<file path="config.mk">
export PLATFORM = sky130hd
export DESIGN_NAME = wb_regfile_flat
export DESIGN_NICKNAME = d
export VERILOG_FILES = /design/src/rtl/wb_pkg.sv /design/src/rtl/wb_regfile_if.sv /design/src/rtl/wb_src_mux.sv /design/src/rtl/wb_regfile.sv /design/src/flat_wrapper.sv
export SDC_FILE = /design/constraint.sdc
export NUM_CORES = 1
export LEC_CHECK = 0
export CORE_MARGIN = 2
export CORE_UTILIZATION = 45
export DETAILED_ROUTE_END_ITERATION = 7
export GPL_TIMING_DRIVEN = 0
export PLACE_DENSITY_LB_ADDON = 0.08
export SETUP_SLACK_MARGIN = 0.5
export SLEW_MARGIN = 25
export SYNTH_ARGS = -nofsm -noshare
export SYNTH_HDL_FRONTEND = slang
export SYNTH_SLANG_ARGS = --single-unit
</file>
<file path="constraint.sdc">
create_clock -name clk -period 2.4 [get_ports clk]
set_input_delay 0.48 -clock clk [delete_from_list [all_inputs] [get_ports clk]]
set_output_delay 0.48 -clock clk [all_outputs]
set_load 0.05 [all_outputs]
</file>
<file path="src/rtl/wb_pkg.sv">
// Shared widths and write-back source encodings for the MEM/WB write-back stage.
package wb_pkg;
  localparam int DATA_W     = 16;
  localparam int NREGS      = 8;
  localparam int REG_ADDR_W = 3;
  localparam int RETIRE_W   = 16;

  typedef enum logic [1:0] {
    RS_MEM = 2'b00,
    RS_ALU = 2'b01,
    RS_PC  = 2'b10,
    RS_B   = 2'b11
  } regsrc_e;
endpackage

</file>
<file path="src/rtl/wb_regfile_if.sv">
// MEM/WB to write-back bundle; master drives pipeline and read indices, slave is the register file.
interface wb_regfile_if;
  import wb_pkg::*;

  logic [1:0]            RegSrc;
  logic [DATA_W-1:0]     mem_data;
  logic [DATA_W-1:0]     alu_data;
  logic [DATA_W-1:0]     pc_data;
  logic [DATA_W-1:0]     Binput;
  logic                  RegWrt;
  logic                  SendNOP;
  logic [REG_ADDR_W-1:0] write_reg;
  logic [REG_ADDR_W-1:0] read_reg1;
  logic [REG_ADDR_W-1:0] read_reg2;
  logic [DATA_W-1:0]     read_data1;
  logic [DATA_W-1:0]     read_data2;
  logic [DATA_W-1:0]     wb_data;
  logic                  wb_we;
  logic [RETIRE_W-1:0]   retire_cnt;

  modport master (
    output RegSrc, mem_data, alu_data, pc_data, Binput,
    output RegWrt, SendNOP, write_reg, read_reg1, read_reg2,
    input  read_data1, read_data2, wb_data, wb_we, retire_cnt
  );

  modport slave (
    input  RegSrc, mem_data, alu_data, pc_data, Binput,
    input  RegWrt, SendNOP, write_reg, read_reg1, read_reg2,
    output read_data1, read_data2, wb_data, wb_we, retire_cnt
  );
endinterface

</file>
<file path="src/rtl/wb_src_mux.sv">
// 4:1 write-back source select; purely combinational, also feeds the forwarding path.
module wb_src_mux
  import wb_pkg::*;
(
  input  logic [1:0]        i_sel,
  input  logic [DATA_W-1:0] i_mem,
  input  logic [DATA_W-1:0] i_alu,
  input  logic [DATA_W-1:0] i_pc,
  input  logic [DATA_W-1:0] i_b,
  output logic [DATA_W-1:0] o_dat
);
  regsrc_e w_sel;

  assign w_sel = regsrc_e'(i_sel);

  always_comb begin
    o_dat = i_mem;
    case (w_sel)
      RS_MEM:  o_dat = i_mem;
      RS_ALU:  o_dat = i_alu;
      RS_PC:   o_dat = i_pc;
      RS_B:    o_dat = i_b;
      default: o_dat = i_mem;
    endcase
  end
endmodule

</file>
<file path="src/rtl/wb_regfile.sv">
// Write-back stage: 8x16 register file, two async read ports, retired-instruction counter.
// WB_REGFILE_BYPASS_EN: same-cycle write data is forwarded onto a matching read port.
module wb_regfile
  import wb_pkg::*;
(
  input  logic         clk,
  input  logic         rst,
  wb_regfile_if.slave  wb
);
  logic [DATA_W-1:0]   r_regs [NREGS];
  logic [RETIRE_W-1:0] r_retire;
  logic [DATA_W-1:0]   w_wb_data;
  logic                w_we;
  logic [DATA_W-1:0]   w_rd1;
  logic [DATA_W-1:0]   w_rd2;

  wb_src_mux u_src_mux (
    .i_sel (wb.RegSrc),
    .i_mem (wb.mem_data),
    .i_alu (wb.alu_data),
    .i_pc  (wb.pc_data),
    .i_b   (wb.Binput),
    .o_dat (w_wb_data)
  );

  assign w_we       = wb.RegWrt & ~wb.SendNOP;
  assign wb.wb_data = w_wb_data;
  assign wb.wb_we   = w_we;

  always_ff @(posedge clk or negedge rst) begin
    if (!rst) begin
      for (int i = 0; i < NREGS; i++) r_regs[i] <= '0;
    end else if (w_we) begin
      r_regs[wb.write_reg] <= w_wb_data;
    end
  end

  // Bubbles do not retire; RegWrt plays no part in the count.
  always_ff @(posedge clk or negedge rst) begin
    if (!rst) begin
      r_retire <= '0;
    end else if (!wb.SendNOP) begin
      r_retire <= r_retire + RETIRE_W'(1);
    end
  end

  assign wb.retire_cnt = r_retire;

`ifdef WB_REGFILE_BYPASS_EN
  // Gated by rst so a reset read never shows in-flight write data.
  logic w_byp1;
  logic w_byp2;

  assign w_byp1 = rst & w_we & (wb.read_reg1 == wb.write_reg);
  assign w_byp2 = rst & w_we & (wb.read_reg2 == wb.write_reg);
  assign w_rd1  = w_byp1 ? w_wb_data : r_regs[wb.read_reg1];
  assign w_rd2  = w_byp2 ? w_wb_data : r_regs[wb.read_reg2];
`else
  assign w_rd1  = r_regs[wb.read_reg1];
  assign w_rd2  = r_regs[wb.read_reg2];
`endif

  assign wb.read_data1 = w_rd1;
  assign wb.read_data2 = w_rd2;
endmodule

</file>
<file path="src/flat_wrapper.sv">
// flat-port wrapper written by rule: the top's interface ports become plain ports
module wb_regfile_flat import wb_pkg::*;
  (clk, rst, wb_RegSrc, wb_mem_data, wb_alu_data, wb_pc_data, wb_Binput, wb_RegWrt, wb_SendNOP, wb_write_reg, wb_read_reg1, wb_read_reg2, wb_read_data1, wb_read_data2, wb_wb_data, wb_wb_we, wb_retire_cnt);
  wb_regfile_if wb_i ();
  input  logic clk;
  input  logic rst;
  input wire logic [$bits(wb_i.RegSrc)-1:0] wb_RegSrc;
  input wire logic [$bits(wb_i.mem_data)-1:0] wb_mem_data;
  input wire logic [$bits(wb_i.alu_data)-1:0] wb_alu_data;
  input wire logic [$bits(wb_i.pc_data)-1:0] wb_pc_data;
  input wire logic [$bits(wb_i.Binput)-1:0] wb_Binput;
  input wire logic [$bits(wb_i.RegWrt)-1:0] wb_RegWrt;
  input wire logic [$bits(wb_i.SendNOP)-1:0] wb_SendNOP;
  input wire logic [$bits(wb_i.write_reg)-1:0] wb_write_reg;
  input wire logic [$bits(wb_i.read_reg1)-1:0] wb_read_reg1;
  input wire logic [$bits(wb_i.read_reg2)-1:0] wb_read_reg2;
  output wire logic [$bits(wb_i.read_data1)-1:0] wb_read_data1;
  output wire logic [$bits(wb_i.read_data2)-1:0] wb_read_data2;
  output wire logic [$bits(wb_i.wb_data)-1:0] wb_wb_data;
  output wire logic [$bits(wb_i.wb_we)-1:0] wb_wb_we;
  output wire logic [$bits(wb_i.retire_cnt)-1:0] wb_retire_cnt;
  assign wb_i.RegSrc = wb_RegSrc;
  assign wb_i.mem_data = wb_mem_data;
  assign wb_i.alu_data = wb_alu_data;
  assign wb_i.pc_data = wb_pc_data;
  assign wb_i.Binput = wb_Binput;
  assign wb_i.RegWrt = wb_RegWrt;
  assign wb_i.SendNOP = wb_SendNOP;
  assign wb_i.write_reg = wb_write_reg;
  assign wb_i.read_reg1 = wb_read_reg1;
  assign wb_i.read_reg2 = wb_read_reg2;
  assign wb_read_data1 = wb_i.read_data1;
  assign wb_read_data2 = wb_i.read_data2;
  assign wb_wb_data = wb_i.wb_data;
  assign wb_wb_we = wb_i.wb_we;
  assign wb_retire_cnt = wb_i.retire_cnt;
  wb_regfile u_core (.clk(clk), .rst(rst), .wb(wb_i));
endmodule
</file>
==> results of run 1 <==
[area by class of cell]
cell class                      instances  area, um2
Buffer                                 32        490
Clock buffer                           18        439
Clock inverter                         14        134
Fill cell                            1282       6340
Inverter                                2       7.51
Multi-Input combinational cell        294       4190
Sequential cell                       144       3600
Tap cell                              225        282
Timing Repair Buffer                  172       1690
[repair_timing]
item,in CTS,in global routing
endpoints found under the setup margin,130,135
cloned,1,0
buffers inserted,27,7
gates resized for setup,495,20
pin swaps,4,1
[sequential cells by signal (all words and copies together), names as in the netlist]
name	count
u_core.r_regs	128
u_core.wb.retire_cnt	16
[worst max-delay path, delay by kind of cell, from the launching register on]
family,cells,cell delay [ps]
buf+inv,1,160
flops,1,380
mux,2,810
[metal layers]
metal | up-vias | wire (um) | GRT usage
li1 | 2241 | - | -
met1 | 2759 | 8910 | 0.314
met2 | 134 | 11100 | 0.409
met3 | 30 | 806 | 0.0503
met4 | 0 | 534 | 0.0862
met5 | - | 0 | 0
[metrics by stage]
stage               total power, W  hold WS [ps]  TNS, ps  setup WS (ps)  cell area, um2
floorplan                  0.00614           184        0            357            8110
global placement           0.00713           459  -745230          -4850            9750
detailed placement         0.00728           460   -51200          -1280            9780
CTS                         0.0100          33.5        0            130           10800
global route                0.0104          41.8        0            103           10800
finish                     0.00994          5.03        0            151           10800
[worst paths after layout]
path,from,endpoint
min in group clk,wb_SendNOP,u_core.wb.retire_cnt[0]
max in group asynchronous,rst,u_core.r_regs[104]
worst max register to register,u_core.wb.retire_cnt[3],u_core.wb.retire_cnt[14]
worst min register to register,u_core.wb.retire_cnt[15],u_core.wb.retire_cnt[15]
worst max-delay path,u_core.r_regs[67],wb_read_data2[3]
worst min-delay path,rst,u_core.r_regs[43]
[synth_stat cells]
master    number  area [um2]
buf_8          1        15.0
inv_1          2        7.51
buf_6          3        33.8
nand2_1        6        22.5
nand3_1        1        5.00
nand2b_1       1        6.26
mux2_2       161        1810
nor2b_1        2        12.5
xor2_1         8        70.1
xnor2_1        7        61.3
mux4_2        80        1800
dfrtp_1      144        3600
and3b_1        1        8.76
nor4_1         5        31.3
nand3b_4       1        20.0
buf_1          3        11.3
nor3_1         2        10.0
buf_2         12        60.1
ha_1           1        12.5
nand3b_2       2        22.5
buf_4          5        37.5
nand4_1        4        25.0
nand2_2        1        6.26
nand3_2        1        10.0
nor2_2         1        6.26
nor3b_4        3        56.3
nor2_1         4        15.0
clkbuf_1       8        30.0
nand4b_1       2        17.5
[where the power goes]
part / internal, W / switching [W]
sequential: 0.00308 / 0.000492
clock: 0.00147 / 0.00107
combinational: 0.00197 / 0.00186
[cells by family (layout without fill, tap and decap cells)]
| kind of cell | count (synthesis) | after routing | share of synthesized area |
|---|---|---|---|
| mux | 241 | 241 | 0.462 |
| xor+xnor | 15 | 15 | 0.0168 |
| flops | 144 | 144 | 0.460 |
| fa+ha+maj | 1 | 1 | 0.00160 |
| simple gates | 37 | 37 | 0.0351 |
| buf+inv | 34 | 238 | 0.0249 |
==> insert_results.sql, run 1 <==
INSERT INTO impl_metrics (metric_group, metric, value, unit) VALUES
('run_status', 'outcome', 'completed', ''),
('layout', 'final-instance-count-excl-fill', '901', ''),
('timing', 'clock-skew-final', '5.98', 'ps'),
('power_and_ir_drop', 'vdd.ir_drop.worst', '0.000629', 'V'),
('timing', 'fin_crit_sh', '0.937', ''),
('floorplan', 'core_area', '0.0172', 'mm2'),
('setup_path', 'worst_ep_arrival_time', '1770', 'ps'),
('floorplan', 'io_pins', '144', ''),
('synthesis', 'yosys_warning_count', '0', ''),
('setup_path', 'critical_path_class', 'reg2out', ''),
('timing', 'report.final.slew_viol_count', '0', ''),
('layout', 'drive_above_1_share', '0.608', ''),
('floorplan', 'num_rows', '48', ''),
('layout', 'finish.net_count', '743', ''),
('grt', 'first_global_vias', '5539', ''),
('floorplan', 'die_w', '136', 'um'),
('cts', 'cts_made_buffers', '17', ''),
('timing', 'worst_slew_margin_rel', '0.621', ''),
('placement', 'place_congestion', '0.817', ''),
('placement', 'detailedPlacementHpwl', '14100', 'um'),
('synthesis', 'synth_fp_nets', '552', ''),
('cts', 'tritoncts_clock_tree', 'built', ''),
('timing', 'fin_crit', '2250', 'ps'),
('route', 'drt.antenna.violating_nets', '0', ''),
('timing', 'setup_viol', '0', ''),
('route', 'dr.first_iter.drc_count', '155', ''),
('route', 'viasPerCell', '5.73', ''),
('floorplan', 'height_of_the_chip', '136', 'um'),
('cts', 'cts-hold-fix-buffers', '0', ''),
('grt', 'grt_overflow', '0', ''),
('cts', 'clock-root-buffer', 'clkbuf_16', ''),
('setup_path', 'cp_slowest_cell', 'mux4_2', ''),
('setup_path', 'timing.critical_path.slowest_cell_delay', '500', 'ps'),
('route', 'drc_errors', '0', ''),
('hold_path', 'hp-class', 'in2async', ''),
('grt', 'global_route.usage.total', '0.243', ''),
('setup_path', 'regToRegSetupSlack', '890', 'ps'),
('placement', 'numPlacedInstances', '834', ''),
('cts', 'ctsHtreeMaxLevel', '4', ''),
('setup_path', 'launching_element_type_of_the_critical_path', 'flip-flop', ''),
('timing', 'worstMarginPinSlew', '569', 'ps'),
('grt', 'first_pass_grt_wire_length', '32400', 'um'),
('layout', 'antenna-diode-count', '0', ''),
('cts', 'clkSinkCount', '144', ''),
('route', 'detailroute.via_count', '5164', ''),
('route', 'drt_pre_antenna_iters', '4', ''),
('flow_run', 'max_cap_viols', '0', ''),
('floorplan', 'floorplan.initialDensity', '0.456', ''),
('timing', 'final_hold_viol_count', '0', ''),
('cts', 'cts.clk_slew.worst_paths', '60', 'ps'),
('synthesis', 'synth-seq-cells', '144', ''),
('timing', 'setup_repair_after_global_routing_missed_its_margin', 'yes', ''),
('synthesis', 'postSynthCellCount', '472', ''),
('grt', 'grt_antenna_before_repair', '0', ''),
('synthesis', 'post_synth.cell_area_avg', '16.6', 'um2'),
('setup_path', 'path_cells', 'mux4_2, mux2_4, buf_6', ''),
('route', 'postRouteWirelength', '21300', 'um'),
('timing', 'fmax', '445', 'MHz'),
('layout', 'mostFrequentLayoutCell', 'dfrtp_1', ''),
('synthesis', 'synth_seq_area_share', '0.460', ''),
('synthesis', 'mappedNetlistArea', '0.00783', 'mm2'),
('layout', 'finish.utilization', '0.631', ''),
('cts', 'clkLatencyLatePin', '420', 'ps'),
('placement', 'place.port_buffers', '136', ''),
('power_and_ir_drop', 'p_leak', '4.85', 'nW'),
('setup_path', 'worstSetupEndpointType', 'primary output', ''),
('cts', 'clock_path_buffers', '2', ''),
('synthesis', 'ys_types', '29', ''),
('setup_path', 'critical_path.max_fanout', '3', ''),
('grt', 'pin_count_of_the_biggest_net_entering_global_routing', '74', ''),
('floorplan', 'die_area', '0.0185', 'mm2'),
('layout', 'mostFrequentLayoutCells', 'dfrtp_1, mux2_2, mux4_2', ''),
('setup_path', 'reg2regPathDepth', '3', ''),
('route', 'wl_per_cell', '23.6', 'um'),
('power_and_ir_drop', 'p_per_area', '917', 'mW/mm2'),
('layout', 'syn2layout_area_growth', '38.3', '%'),
('setup_path', 'cp_data_required_time', '1920', 'ps');
Power figures use the tool's default switching activity.
==> inputs of run 2 (changes only) <==
--- a/config.mk
+++ b/config.mk
@@ -8,10 +8,10 @@
 export CORE_MARGIN = 2
 export CORE_UTILIZATION = 45
 export DETAILED_ROUTE_END_ITERATION = 7
-export GPL_TIMING_DRIVEN = 0
 export PLACE_DENSITY_LB_ADDON = 0.08
 export SETUP_SLACK_MARGIN = 0.5
 export SLEW_MARGIN = 25
 export SYNTH_ARGS = -nofsm -noshare
 export SYNTH_HDL_FRONTEND = slang
 export SYNTH_SLANG_ARGS = --single-unit
+export TNS_END_PERCENT = 20
==> insert_results.sql, run 2 (synthesis results as in run 1) <==
INSERT INTO impl_metrics (metric_group, metric, value, unit) VALUES
('cts', 'cts_made_buffers', '17', ''),
('run_status', 'outcome', 'completed', ''),
('layout', 'max_flop_register', 'u_core.r_regs', ''),
('layout', 'mostFrequentLayoutCells', 'dfrtp_1, mux2_2, clkdlybuf4s50_1', ''),
('setup_path', 'worstSetupEndpointType', 'primary output', ''),
('layout', 'layout.filler_cells', '1247', ''),
('cts', 'tritoncts_clock_tree', 'built', ''),
('setup_path', 'worst_setup_path_startpoint', 'u_core.r_regs[16]', ''),
('setup_path', 'regToRegSetupSlack', '890', 'ps'),
('floorplan', 'io_pins', '144', ''),
('layout', 'syn2layout_area_growth', '42.7', '%'),
('timing', 'worst_slew_margin_rel', '0.548', ''),
('grt', 'pin_count_of_the_biggest_net_entering_global_routing', '70', ''),
('timing', 'setup_viol', '0', ''),
('layout', 'finish.net_count', '743', ''),
('setup_path', 'r2r_start', 'u_core.wb.retire_cnt[3]', ''),
('cts', 'clock_path_buffers', '2', ''),
('route', 'viasPerCell', '5.79', ''),
('cts', 'clkSinkCount', '144', ''),
('timing', 'fin_crit', '2230', 'ps'),
('setup_path', 'reg2reg_to', 'u_core.wb.retire_cnt[14]', ''),
('setup_path', 'cp_data_required_time', '1920', 'ps'),
('timing', 'timing.final.ws_setup', '165', 'ps'),
('placement', 'numPlacedInstances', '854', ''),
('layout', 'mostFrequentLayoutCell', 'dfrtp_1', ''),
('setup_path', 'critical_path.max_fanout', '3', ''),
('route', 'postRouteWirelength', '20900', 'um'),
('setup_path', 'worst_ep_arrival_time', '1750', 'ps'),
('layout', 'drive_above_1_share', '0.590', ''),
('floorplan', 'num_rows', '48', ''),
('cts', 'cts.clk_slew.worst_paths', '60', 'ps'),
('floorplan', 'core_area', '0.0172', 'mm2'),
('route', 'wl_per_cell', '23.2', 'um'),
('hold_path', 'hp-class', 'in2async', ''),
('setup_path', 'critical_path_class', 'reg2out', ''),
('power_and_ir_drop', 'p_leak', '4.79', 'nW'),
('timing', 'clock-skew-final', '8.85', 'ps'),
('cts', 'cts-hold-fix-buffers', '0', ''),
('power_and_ir_drop', 'vdd.ir_drop.worst', '0.000641', 'V'),
('timing', 'report.final.slew_viol_count', '0', ''),
('placement', 'place.port_buffers', '143', ''),
('layout', 'finish.utilization', '0.651', ''),
('timing', 'setup_repair_after_global_routing_missed_its_margin', 'yes', ''),
('setup_path', 'launching_element_type_of_the_critical_path', 'flip-flop', ''),
('layout', 'final-instance-count-excl-fill', '901', ''),
('power_and_ir_drop', 'design_power_total', '0.0101', 'W'),
('grt', 'first_pass_grt_wire_length', '32700', 'um'),
('floorplan', 'floorplan.initialDensity', '0.456', ''),
('placement', 'detailedPlacementHpwl', '13200', 'um'),
('floorplan', 'height_of_the_chip', '136', 'um'),
('timing', 'fin_crit_sh', '0.931', ''),
('flow_run', 'max_cap_viols', '0', ''),
('route', 'detailroute.via_count', '5213', ''),
('setup_path', 'reg2regPathDepth', '3', ''),
('timing', 'worstMarginPinSlew', '678', 'ps'),
('cts', 'clock-root-buffer', 'clkbuf_16', ''),
('route', 'drt.antenna.violating_nets', '0', ''),
('timing', 'final_hold_viol_count', '0', ''),
('cts', 'clkLatencyLatePin', '430', 'ps'),
('cts', 'ctsHtreeMaxLevel', '4', ''),
('setup_path', 'crit_end', 'wb_read_data1[0]', ''),
('layout', 'largest_register_ffs', '128', ''),
('timing', 'hold-worst-slack', '62.0', 'ps'),
('layout', 'antenna-diode-count', '0', ''),
('floorplan', 'die_w', '136', 'um'),
('grt', 'grt_antenna_before_repair', '0', ''),
('grt', 'grt_overflow', '0', ''),
('route', 'drt_pre_antenna_iters', '4', ''),
('grt', 'first_global_vias', '5674', ''),
('placement', 'place_congestion', '0.786', ''),
('route', 'dr.first_iter.drc_count', '289', ''),
('grt', 'global_route.usage.total', '0.241', ''),
('placement', 'pre_cts_ws', '-135', 'ps'),
('floorplan', 'die_area', '0.0185', 'mm2'),
('power_and_ir_drop', 'p_per_area', '907', 'mW/mm2'),
('route', 'drc_errors', '0', ''),
('timing', 'fmax', '447', 'MHz');
==> run 2: cell count changes in the layout (fill, tap and decap cells not counted), sizes merged, moves of 3 or more <==
cell / change
clkinv: -3
dlygate4sd2: -68
clkinvlp: +3
clkdlybuf4s15: -5
clkdlybuf4s50: +85
clkbuf: -13
==> run 2: worst min-delay path by stage <==
stage                                   from                        to  slack [ps]  depth (start not counted)
finish                                   rst         u_core.r_regs[75]          60                          1
global route                             rst         u_core.r_regs[44]         110                          1
CTS                                      rst         u_core.r_regs[60]          80                          1
detailed placement  u_core.wb.retire_cnt[15]  u_core.wb.retire_cnt[15]         470                          1
global placement    u_core.wb.retire_cnt[15]  u_core.wb.retire_cnt[15]         460                          1
floorplan                                rst          u_core.r_regs[0]         180                          0
==> run 2: layer usage <==
layer	GRT usage	part of all wire	up-vias
met5	0	0	-
met4	0.0891	0.021	0
met2	0.400	0.51	155
li1	-	-	2248
met3	0.0451	0.041	34
met1	0.316	0.42	2776
==> run 2: worst max-delay path: stages (launching register included) <==
cell     delay [ps]
dfrtp_1         410
mux4_2          480
mux2_4          290
buf_6           160
==> run 2: through the flow <==
stage / TNS [ps] / area (um2)
3_3_place_gp: -3270 / 10200
4_1_cts: 0 / 11100
5_1_grt: 0 / 11200
6_report: 0 / 11200
2_1_floorplan: 0 / 8100
3_5_place_dp: -3640 / 10200
==> run 2: timing repair <==
| action | CTS | global route |
|---|---|---|
| cloned | 8 | 0 |
| gates resized for setup | 58 | 2 |
| setup endpoints to repair | 65 | 65 |
| setup buffers | 4 | 3 |
==> run 2: area by class of cell <==
class	instances	area, um2	share of cell area
clock buffer	19	443	0.0396
inverter	2	7.51	0.000672
tap	225	282	0.0252
timing repair buffer	204	2530	0.227
multi-input combinational	294	4170	0.373
clock inverter	13	139	0.0124
sequential	144	3600	0.322
==> run 2: power breakdown <==
part           total (W)  internal, W  switching (W)  leakage, nW
Clock            0.00260      0.00155        0.00104        0.271
Combinational    0.00396      0.00212        0.00183         2.75
Sequential       0.00359      0.00308       0.000507         1.77
Total             0.0101      0.00676        0.00338         4.79
==> inputs of run 3 (changes only) <==
--- a/config.mk
+++ b/config.mk
@@ -6,7 +6,7 @@
 export NUM_CORES = 1
 export LEC_CHECK = 0
 export CORE_MARGIN = 2
-export CORE_UTILIZATION = 45
+export CORE_UTILIZATION = 25
 export DETAILED_ROUTE_END_ITERATION = 7
 export PLACE_DENSITY_LB_ADDON = 0.08
 export SETUP_SLACK_MARGIN = 0.5
==> insert_results.sql, run 3 (synthesis results as in run 1) <==
INSERT INTO impl_metrics (metric_group, metric, value, unit) VALUES
('layout', 'layout.filler_cells', '2904', ''),
('timing', 'hold-worst-slack', '467', 'ps'),
('setup_path', 'worstSetupEndpointType', 'primary output', ''),
('timing', 'fmax', '447', 'MHz'),
('layout', 'antenna-diode-count', '0', ''),
('timing', 'timing.final.ws_setup', '163', 'ps'),
('power_and_ir_drop', 'p_leak', '4.82', 'nW'),
('hold_path', 'min_from', 'u_core.wb.retire_cnt[15]', ''),
('layout', 'finish.utilization', '0.373', ''),
('timing', 'report.final.slew_viol_count', '0', ''),
('grt', 'global_route.usage.total', '0.159', ''),
('power_and_ir_drop', 'internal_power', '0.00689', 'W'),
('floorplan', 'io_pins', '144', ''),
('placement', 'place_congestion', '0.733', ''),
('floorplan', 'floorplan.initialDensity', '0.255', ''),
('layout', 'max_flop_register', 'u_core.r_regs', ''),
('setup_path', 'regToRegSetupSlack', '870', 'ps'),
('floorplan', 'height_of_the_chip', '181', 'um'),
('power_and_ir_drop', 'p_per_area', '901', 'mW/mm2'),
('route', 'wl_per_cell', '23.3', 'um'),
('route', 'drc_errors', '0', ''),
('power_and_ir_drop', 'part_of_the_total_power_dissipated_in_the_clock_network', '0.268', ''),
('cts', 'cts_made_buffers', '17', ''),
('floorplan', 'die_w', '181', 'um'),
('cts', 'clock-root-buffer', 'clkbuf_16', ''),
('setup_path', 'r2r_start', 'u_core.wb.retire_cnt[3]', ''),
('layout', 'syn2layout_area_growth', '46.4', '%'),
('setup_path', 'launching_element_type_of_the_critical_path', 'flip-flop', ''),
('power_and_ir_drop', 'vdd.ir_drop.worst', '0.000454', 'V'),
('placement', 'pre_cts_ws', '-184', 'ps'),
('grt', 'pin_count_of_the_biggest_net_entering_global_routing', '54', ''),
('layout', 'finish.net_count', '742', ''),
('timing', 'final_hold_viol_count', '0', ''),
('setup_path', 'critical_path_class', 'reg2out', ''),
('route', 'viasPerCell', '4.78', ''),
('grt', 'first_global_vias', '5745', ''),
('layout', 'multi_input_area', '0.00417', 'mm2'),
('setup_path', 'timing.critical_path.slowest_cell_delay', '490', 'ps'),
('grt', 'grt_overflow', '0', ''),
('floorplan', 'num_rows', '64', ''),
('setup_path', 'cp_slowest_cell', 'mux4_2', ''),
('setup_path', 'worstPathBufferInverterCount', '1', ''),
('timing', 'worstMarginPinSlew', '516', 'ps'),
('power_and_ir_drop', 'power_frac_comb', '0.387', ''),
('floorplan', 'core_area', '0.0307', 'mm2'),
('timing', 'fin_crit_sh', '0.932', ''),
('cts', 'clock_path_buffers', '2', ''),
('timing', 'fin_crit', '2240', 'ps'),
('placement', 'place.port_buffers', '143', ''),
('setup_path', 'worst_setup_path_startpoint', 'u_core.r_regs[2]', ''),
('cts', 'ctsHtreeMaxLevel', '4', ''),
('floorplan', 'die_area', '0.0328', 'mm2'),
('placement', 'detailedPlacementHpwl', '15900', 'um'),
('setup_path', 'worst_ep_arrival_time', '1760', 'ps'),
('cts', 'clkLatencyLatePin', '420', 'ps'),
('timing', 'setup_repair_after_global_routing_missed_its_margin', 'yes', ''),
('route', 'detailroute.via_count', '5121', ''),
('timing', 'clock-skew-final', '7.14', 'ps'),
('cts', 'tritoncts_clock_tree', 'built', ''),
('grt', 'first_pass_grt_wire_length', '37800', 'um'),
('run_status', 'outcome', 'completed', ''),
('route', 'dr.first_iter.drc_count', '246', ''),
('cts', 'clkSinkCount', '144', ''),
('power_and_ir_drop', 'seq_power_share', '0.345', ''),
('route', 'drt.antenna.violating_nets', '0', ''),
('cts', 'cts.clk_slew.worst_paths', '60', 'ps'),
('layout', 'mostFrequentLayoutCell', 'dfrtp_1', ''),
('layout', 'largest_register_ffs', '128', ''),
('grt', 'grt_antenna_before_repair', '0', ''),
('layout', 'mostFrequentLayoutCells', 'dfrtp_1, mux2_2, clkdlybuf4s50_1', ''),
('route', 'drt_pre_antenna_iters', '6', ''),
('setup_path', 'path_cells', 'mux4_2, mux2_4, buf_6', ''),
('setup_path', 'timing.critical_path.max_delay_family', 'multiplexers', ''),
('power_and_ir_drop', 'power.share.switching', '0.333', ''),
('flow_run', 'max_cap_viols', '0', ''),
('power_and_ir_drop', 'switchingPower', '0.00344', 'W'),
('hold_path', 'hp-class', 'reg2reg', ''),
('setup_path', 'cp_data_required_time', '1920', 'ps'),
('timing', 'setup_viol', '0', ''),
('layout', 'total_area_of_sequential_cells', '0.00360', 'mm2'),
('layout', 'drive_above_1_share', '0.590', ''),
('timing', 'worst_slew_margin_rel', '0.655', ''),
('route', 'postRouteWirelength', '25000', 'um'),
('setup_path', 'critical_path.max_fanout', '3', '');
[run 3: changes by cell type in the layout (fill, tap and decap cells not counted)]
cell             previous run  this run
buf_6                      33        29
buf_2                       3         1
bufbuf_16                   2         4
buf_4                      32        33
buf_8                       1         2
bufinv_16                   2         3
clkbuf_1                    1         0
clkbuf_8                    1         2
clkdlybuf4s15_1             0         1
clkinvlp_4                  5         4
dlygate4sd3_1               0         1
dlymetal6s2s_1              1         0
[run 3: routing by layer]
layer	vias up	routed length, um	share of wire	track usage
li1	2243	-	-	-
met1	2749	11800	0.47	0.220
met2	119	12100	0.48	0.258
met3	10	878	0.035	0.0325
met4	0	252	0.010	0.0380
met5	-	0	0	0
[run 3: what timing repair did]
| action | in CTS | in global routing |
|---|---|---|
| hold buffers | 1 | 0 |
| endpoints found under the hold margin | 38 | 0 |
| resized for setup | 55 | 9 |
| cloned | 10 | 0 |
| endpoints found under the setup margin | 65 | 65 |
| setup buffers | 2 | 3 |
[run 3: worst paths after layout]
path | cells after the start | to
worst min register to register | 1 | u_core.wb.retire_cnt[15]
worst max-delay path | 3 | wb_read_data1[2]
max in group asynchronous | 3 | u_core.r_regs[51]
worst max register to register | 3 | u_core.wb.retire_cnt[15]
min in group asynchronous | 2 | u_core.r_regs[109]
worst min-delay path | 1 | u_core.wb.retire_cnt[15]
[run 3: worst register-to-register path, stage by stage, from the launching register on]
cell	delay, ps
dfrtp_1	440
nand4_1	350
nor4_1	490
xor2_1	170
[run 3: final cells by class]
class,count,area share
inverters,2,0.000655
clock inverters,13,0.0141
well taps,396,0.0432
clock buffers,19,0.0395
flip-flops and latches,144,0.314
multi-input cells,294,0.364
repair buffers,203,0.225
[run 3: power by group through the flow]
| stage | clock (W) | sequential, W | combinational, W |
|---|---|---|---|
| detailed placement | 0 | 0.00360 | 0.00379 |
| floorplan | 0 | 0.00364 | 0.00250 |
| global route | 0.00296 | 0.00366 | 0.00423 |
| finish | 0.00276 | 0.00357 | 0.00400 |
| CTS | 0.00284 | 0.00356 | 0.00400 |
| global placement | 0 | 0.00355 | 0.00374 |
[run 3: metrics by stage]
| stage | TNS, ps | total power [W] | area [um2] | cells |
|---|---|---|---|---|
| floorplan | 0 | 0.00614 | 8100 | 472 |
| global placement | -5110 | 0.00729 | 10300 | 1023 |
| detailed placement | -4810 | 0.00739 | 10300 | 1023 |
| CTS | 0 | 0.0104 | 11400 | 1068 |
| global route | 0 | 0.0109 | 11500 | 1071 |
| finish | 0 | 0.0103 | 11500 | 1071 |
